<file path="config.mk">
export PLATFORM = sky130hd
export DESIGN_NAME = draw_arbiter
export DESIGN_NICKNAME = d
export VERILOG_FILES = /design/src/rtl/draw_arbiter.sv
export SDC_FILE = /design/constraint.sdc
export NUM_CORES = 1
export LEC_CHECK = 0
export ABC_CLOCK_PERIOD_IN_PS = 4700
export CAP_MARGIN = 20
export CORE_MARGIN = 2
export CORE_UTILIZATION = 28
export CTS_CLUSTER_SIZE = 30
export DETAILED_ROUTE_END_ITERATION = 7
export PLACE_DENSITY = 0.69
export RECOVER_POWER = 25
export SLEW_MARGIN = 20
export SYNTH_ARGS = -nofsm -noshare
export SYNTH_HDL_FRONTEND = slang
export SYNTH_SLANG_ARGS = --single-unit
</file>
<file path="constraint.sdc">
create_clock -name Clock -period 4.7 [get_ports Clock]
set_input_delay 0.47 -clock Clock [delete_from_list [all_inputs] [get_ports Clock]]
set_output_delay 0.47 -clock Clock [all_outputs]
set_load 0.01 [all_outputs]
</file>
<file path="src/rtl/draw_arbiter.sv">
// Serialises picture-print sources onto the single VGA pixel-write port, lowest index first, one full draw at a time.
// start follows a req by 2 cycles; each pixel is written 1 cycle after its X/Y so it lines up with the source's ROM colour.
module draw_arbiter #(
  parameter int N_SRC   = 9,
  parameter int XW      = 8,
  parameter int YW      = 7,
  parameter int CW      = 9,
  parameter int TO_W    = 28,
  parameter int TIMEOUT = 0
) (
  input  logic                Clock,
  input  logic                ResetN,
  input  logic [N_SRC-1:0]    req,
  input  logic [N_SRC*XW-1:0] src_x,
  input  logic [N_SRC*YW-1:0] src_y,
  input  logic [N_SRC*CW-1:0] src_colour,
  input  logic [N_SRC-1:0]    src_finish,
  output logic [N_SRC-1:0]    start,
  output logic [XW-1:0]       vga_x,
  output logic [YW-1:0]       vga_y,
  output logic [CW-1:0]       vga_colour,
  output logic                plot,
  output logic                busy,
  output logic [N_SRC-1:0]    done,
  output logic                timeout_err
);

  localparam int SW = (N_SRC > 1) ? $clog2(N_SRC) : 1;
  localparam logic [TO_W-1:0] TO_LAST = (TIMEOUT > 0) ? TO_W'(TIMEOUT - 1) : '0;

  typedef enum logic [1:0] {S_IDLE = 2'd0, S_LAUNCH = 2'd1, S_DRAW = 2'd2} state_t;

  state_t           r_state, w_state_nxt;
  logic [SW-1:0]    r_sel, w_sel_nxt, w_low;
  logic [N_SRC-1:0] r_pend, w_clr, w_sel_oh, r_done;
  logic [TO_W-1:0]  r_cnt;
  logic [XW-1:0]    w_sx, r_x_p, r_last_x;
  logic [YW-1:0]    w_sy, r_y_p, r_last_y;
  logic [CW-1:0]    w_sc;
  logic             w_fin, w_to_hit, w_fin_hit, w_abort, w_plot;
  logic             r_vld_p, r_first, r_to_err;

  always_comb begin
    w_sel_oh = '0;
    w_sx     = '0;
    w_sy     = '0;
    w_sc     = '0;
    w_fin    = 1'b0;
    for (int i = 0; i < N_SRC; i++) begin
      if (r_sel == SW'(i)) begin
        w_sel_oh[i] = 1'b1;
        w_sx        = src_x[i*XW +: XW];
        w_sy        = src_y[i*YW +: YW];
        w_sc        = src_colour[i*CW +: CW];
        w_fin       = src_finish[i];
      end
    end
  end

  // Descending scan so the lowest pending index wins.
  always_comb begin
    w_low = '0;
    for (int i = N_SRC - 1; i >= 0; i--) begin
      if (r_pend[i]) w_low = SW'(i);
    end
  end

  assign w_to_hit = (TIMEOUT != 0) && (r_cnt == TO_LAST);

  always_comb begin
    w_state_nxt = r_state;
    w_sel_nxt   = r_sel;
    w_clr       = '0;
    w_fin_hit   = 1'b0;
    w_abort     = 1'b0;
    case (r_state)
      S_IDLE: begin
        if (|r_pend) begin
          w_sel_nxt   = w_low;
          w_state_nxt = S_LAUNCH;
        end
      end
      S_LAUNCH: begin
        w_clr       = w_sel_oh;
        w_state_nxt = S_DRAW;
      end
      S_DRAW: begin
        if (w_fin) begin
          w_fin_hit   = 1'b1;
          w_state_nxt = S_IDLE;
        end else if (w_to_hit) begin
          w_abort     = 1'b1;
          w_state_nxt = S_IDLE;
        end
      end
      default: w_state_nxt = S_IDLE;
    endcase
  end

  always_ff @(posedge Clock or negedge ResetN) begin
    if (!ResetN) begin
      r_state <= S_IDLE;
      r_sel   <= '0;
      r_pend  <= '0;
    end else begin
      r_state <= w_state_nxt;
      r_sel   <= w_sel_nxt;
      // A request in the launch cycle re-arms the source being launched.
      r_pend  <= (r_pend & ~w_clr) | req;
    end
  end

  always_ff @(posedge Clock or negedge ResetN) begin
    if (!ResetN) begin
      r_cnt <= '0;
    end else if (r_state == S_LAUNCH) begin
      r_cnt <= '0;
    end else if (r_state == S_DRAW && r_cnt != '1) begin
      r_cnt <= r_cnt + 1'b1;
    end
  end

  always_ff @(posedge Clock or negedge ResetN) begin
    if (!ResetN) begin
      r_vld_p  <= 1'b0;
      r_x_p    <= '0;
      r_y_p    <= '0;
      r_first  <= 1'b0;
      r_last_x <= '0;
      r_last_y <= '0;
      r_done   <= '0;
      r_to_err <= 1'b0;
    end else begin
      r_vld_p  <= (r_state == S_DRAW) && !w_fin && !w_abort;
      r_x_p    <= w_sx;
      r_y_p    <= w_sy;
      r_done   <= w_fin_hit ? w_sel_oh : '0;
      r_to_err <= w_abort;
      if (r_state == S_LAUNCH) begin
        r_first <= 1'b1;
      end else if (w_plot) begin
        r_first <= 1'b0;
      end
      if (w_plot) begin
        r_last_x <= r_x_p;
        r_last_y <= r_y_p;
      end
    end
  end

  // A source parked on one coordinate yields a single write, not a stream.
  assign w_plot = r_vld_p && (r_first || ({r_x_p, r_y_p} != {r_last_x, r_last_y}));

  assign plot        = w_plot;
  assign vga_x       = r_x_p;
  assign vga_y       = r_y_p;
  assign vga_colour  = r_vld_p ? w_sc : '0;
  assign start       = (r_state == S_LAUNCH) ? w_sel_oh : '0;
  assign busy        = (r_state != S_IDLE);
  assign done        = r_done;
  assign timeout_err = r_to_err;

endmodule

</file>
# --- Yosys cells after proc, flatten, opt, wreduce, memory -nomap -nowiden ---
# Index checks and enable logic that the tools add are counted.
classes:
  mux: 64
  n_reduce_logical: 11
  bitwise: 3
  eq_ne: 13
op_table:
  columns: ["cell", "count"]
  rows:
  - ["$mux W9", 12]
  - ["$mux W8", 9]
  - ["$mux W7", 9]
  - ["$mux W4", 9]
  - ["$mux W1", 22]
  - ["$eq A4 B3 Y1 const B", 4]
  - ["$ne A15 B15 Y1", 1]
  - ["$and A9 B9 Y9", 1]
  - ["$not A9 Y9", 1]
  - ["$or A9 B9 Y9", 1]
  - ["$reduce_or A9 Y1", 1]
  - ["$eq A4 B2 Y1 const B", 2]
  - ["$pmux W2 S3", 1]
  - ["$eq A4 B1 Y1 const B", 1]
  - ["$eq A4 B4 Y1 const B", 1]
  - ["$logic_not A4 Y1", 1]
  - ["$mux W2", 2]
  - ["$ne A2 B2 Y1 const B", 2]
  - ["$reduce_and A2 Y1", 2]
  - ["$reduce_bool A2 Y1", 2]
  - ["$eq A2 B1 Y1 const B", 1]
  - ["$eq A2 B2 Y1 const B", 1]
  - ["$logic_and A1 B1 Y1", 2]
  - ["$logic_not A2 Y1", 1]
  - ["other kinds (2)", 2]
word_totals:
  output_inout_bits: 45
  wordCells: 101
  ff_bits: 56

# --- Logic depth before layout (Yosys ltp) ---
depth:
  ltp_word: 13
  ltp_mapped: 8
  ltp_nobuf: 5

# --- Worst setup path before layout ---
# OpenSTA, ideal clock, no wires.
synth_path:
  path_kind: "register -> output"
  from: "register r_sel[2]"
  to: "output port vga_colour[1]"
  path_stages_with_launch: 9
  arrival_time_ns: 1.781
  t_required_ns: 4.230
  setup_slack_ns: 2.449
  path_cell_list: "dfrtp_1 -> buf_2 -> inv_1 -> clkbuf_1 -> and3_1 -> clkbuf_1 -> clkbuf_1 -> a21oi_1 -> a21oi_1"
synth_via:
  elab_chain_cells: 11
  word_cells_on_any_way: 19
  classes_between: "eq/ne (8); mux (10); reduce/logical (1)"
synth_rtl:
  columns: ["element", "line_no", "rtl"]
  rows:
  - ["from (decl)", "34", "logic [SW-1:0] r_sel, w_sel_nxt, w_low;"]
  - ["from (signal assigned)", "107", "r_sel <= w_sel_nxt;"]
  - ["$logic_not A4 Y1", "50", "if (r_sel == SW'(i)) begin"]
  - ["$mux W9 (8 in a row)", "50", null]
  - ["$mux W9 (*)", "50", null]
  - ["$mux W9 (*)", "157", "assign vga_colour = r_vld_p ? w_sc : '0;"]
  - ["to (decl)", "21", "output logic [CW-1:0] vga_colour,"]
# Mark *: on every way between the ends. The rest lies on a longest branch, timed or not.

# --- Worst setup path after layout ---
layout_path:
  from: "register r_sel[2]"
  to: "output port vga_colour[0]"
# The elaborated chain is that of the path after synthesis.

==> impl_metrics.yaml <==
grt:
  grt_max_degree: 57
  antenna_found_initial: 1
  grt-ovfl-total: 0
  grt_pass1_wl_um: 30300
  grt_pass1_vias: 5234
  gr-usage-all-layers_pct: 24.8
route:
  drt_iter0_markers: 435
  vias: 4949
  first_pass_iters: 7
  post_drt_wl_per_cell_um: 22.4
  drt_wl_total_um: 20300
  viasPerCell: 5.47
  drcViolationCount: 0
  ant_nets: 0
sta:
  finalCritPeriodShare_pct: 77.1
  fmax_ghz: 0.276
  setup_viol: 0
  report.final.slew_viol_count: 57
  finalHoldViolations: 0
  fin_crit_ps: 3620
  worstMarginPinSlew_ps: 3060
  fin_tns_setup_ps: 0
  rsz0062_at_grt: "false"
  skew_ps: 8.69
  whs_ps: 524
  relSlewSlack_pct: -104
floorplanning:
  io_pins: 281
  start_util_pct: 28.6
  die_h_um: 126
  die-area_mm2: 0.0158
  rows: 44
  core_mm2: 0.0145
  die_width_um: 126
synthesis:
  syn_avg_cell_area_um2: 8.90
  synthCells: 465
  synth_most_common_cell: "dfrtp_1"
  synth_edf_count: 0
  syn_nets: 701
  seq_area_frac_synth_pct: 33.8
  ys.flop_type: "dfrtp_1"
  synth_seq_cells: 56
  synth_commonest_cells: "dfrtp_1, a21oi_1, o21ai_0"
  async_flop_share_pct: 100
  ys.warnings.count: 0
  synthTopCellsByArea: "dfrtp_1, mux2_2, a21oi_1"
  yosys.area.top_type: "dfrtp_1"
  synth_area_mm2: 0.00414
  yosys.area.top_type_share_pct: 33.8
  synthDistinctLibCells: 47
power_and_ir_drop:
  leakage_nw: 2.74
  irDropWorstVdd_uv: 183
  power_density_mw_per_mm2: 411
critical_path:
  required_ps: 4230
  r2r_end: "done[6]"
  max_stage_delay_ps: 650
  start_kind: "flip-flop"
  path_class: "reg -> out"
  worstSetupEndpointType: "primary output"
  regToRegSetupSlack_ps: 1720
  ff2ff_path_depth: 7
  slowest_stage: "nand3_1"
  crit_chain: "inv_1 -> nand3_1 -> nand2_1 -> o211ai_1 -> a21oi_1 -> clkdlybuf4s50_1"
  crit_path_start: "r_sel[2]"
  crit-reg2reg-launch: "r_sel[0]"
  path_max_fanout: 20
  cp.arrival_ps: 3150
placed_design:
  dp_hpwl_um: 16500
  place_congestion: 1.02
  placed_area_mm2: 0.00705
  numPortBuffers: 279
  placed_cells: 895
worst_hold_path:
  hold_end: "r_sel[0]"
  hold_path.class: "reg -> reg"
  hold_path_depth: 1
  min_from: "r_pend[0]"
cells_and_area:
  instances_no_fill: 905
  nets: 954
  n_fill_cell: 1331
  area_delta_synth_final_pct: 74.0
  drive_above_1_share_pct: 8.76
  regArea_mm2: 0.00141
  final_area_mm2: 0.00721
  final_util_pct: 49.8
  multiInputGateArea_mm2: 0.00249
clock_network:
  clock_latency_ps: 290
  clkTransAtPathRegs_ps: 80
  ctsResizeCount: 0
  clockBufferDepth: 2
  clock-root-buffer: "clkbuf_16"
  cts_tree: "done"
  cts_sinks: 56
  cts_buffers: 5
  htreeDepth: 2
  post_cts_buffers: 0
  hold_buffers: 0
run:
  cap_violations: 1
outcome:
  violations: "capacitance limit, slew limit"
  status: "finished with violations"
[report_power, final]
part	internal, W	leakage (nW)	total, W	switching (W)
Clock	0.000203	0.0719	0.000390	0.000187
Combinational	0.000896	2.00	0.00168	0.000781
Sequential	0.000651	0.666	0.000897	0.000246
[sequential cells by signal, summed over array words and instances, names as in the netlist]
name	count
r_last_x	8
r_pend	9
done	9
r_first	1
vga_x	8
r_sel	4
vga_y	7
r_vld_p	1
r_state	2
r_last_y	7
[cells by family (layout without fill, tap and decap cells)]
| group | count (synthesis) | count (layout) | share of synthesized area (%) |
|---|---|---|---|
| buffers and inverters | 59 | 313 | 5.95 |
| flip-flops | 56 | 56 | 33.8 |
| XOR/XNOR | 15 | 15 | 3.17 |
| multiplexers | 59 | 59 | 17.6 |
| AO/OA/AOI/OAI | 164 | 164 | 25.7 |
| other | 1 | 3 | 0.0906 |
| AND/OR/NAND/NOR | 111 | 111 | 13.6 |
[per-stage QoR]
| step | total power, W | setup WS, ps |
|---|---|---|
| after floorplan | 0.00184 | 2450 |
| after global placement | 0.00253 | 1470 |
| after detailed placement | 0.00257 | 1380 |
| after CTS | 0.00296 | 1070 |
| after global routing | 0.00316 | 572 |
| final | 0.00296 | 1080 |
[per-layer routing]
| metal | GRT usage, % | wire length (um) |
|---|---|---|
| met2 | 42.4 | 9980 |
| met4 | 7.39 | 548 |
| met1 | 31.9 | 8240 |
| met3 | 4.54 | 1510 |
| met5 | 0 | 0 |
[worst max-delay path, delay by kind of cell (launching register included)]
family                 cells  cell delay, ps
AOI/OAI and AO/OA          2             290
buffers and inverters      2            1110
DFF                        1             430
and+or+nand+nor            2            1010
[worst max-delay path by stage]
stage,end,cells past startpoint
2_1_floorplan,vga_colour[1],8
3_3_place_gp,vga_colour[5],5
3_5_place_dp,vga_colour[3],6
4_1_cts,vga_colour[3],6
5_1_grt,r_sel[0],2
6_report,vga_colour[0],6
[area by class of cell]
| type | instances | area share, % |
|---|---|---|
| Sequential cell | 56 | 19.5 |
| Tap cell | 184 | 3.20 |
| Timing Repair Buffer | 289 | 39.7 |
| Clock inverter | 3 | 0.382 |
| Inverter | 16 | 0.833 |
| Clock buffer | 5 | 1.74 |
| Multi-Input combinational cell | 350 | 34.6 |
| Antenna cell | 2 | 0.0695 |
[placed cells by master (no fill, tap or decap), drive strengths merged, types with 5 or more instances in the layout]
master,count
buf,10
a21oi,49
a22oi,10
o21ai,32
o21a,5
mux2,27
a22o,9
nor2b,5
nor3,12
nor4,15
clkbuf,6
mux2i,24
a221oi,5
nor2,24
inv,17
nand2b,13
nand2,24
o22ai,20
nand3,5
o221ai,5
o211ai,7
a222oi,9
clkdlybuf4s50,278
xor2,15
mux4,8
dfrtp,56
Power figures use the tool's default switching activity.
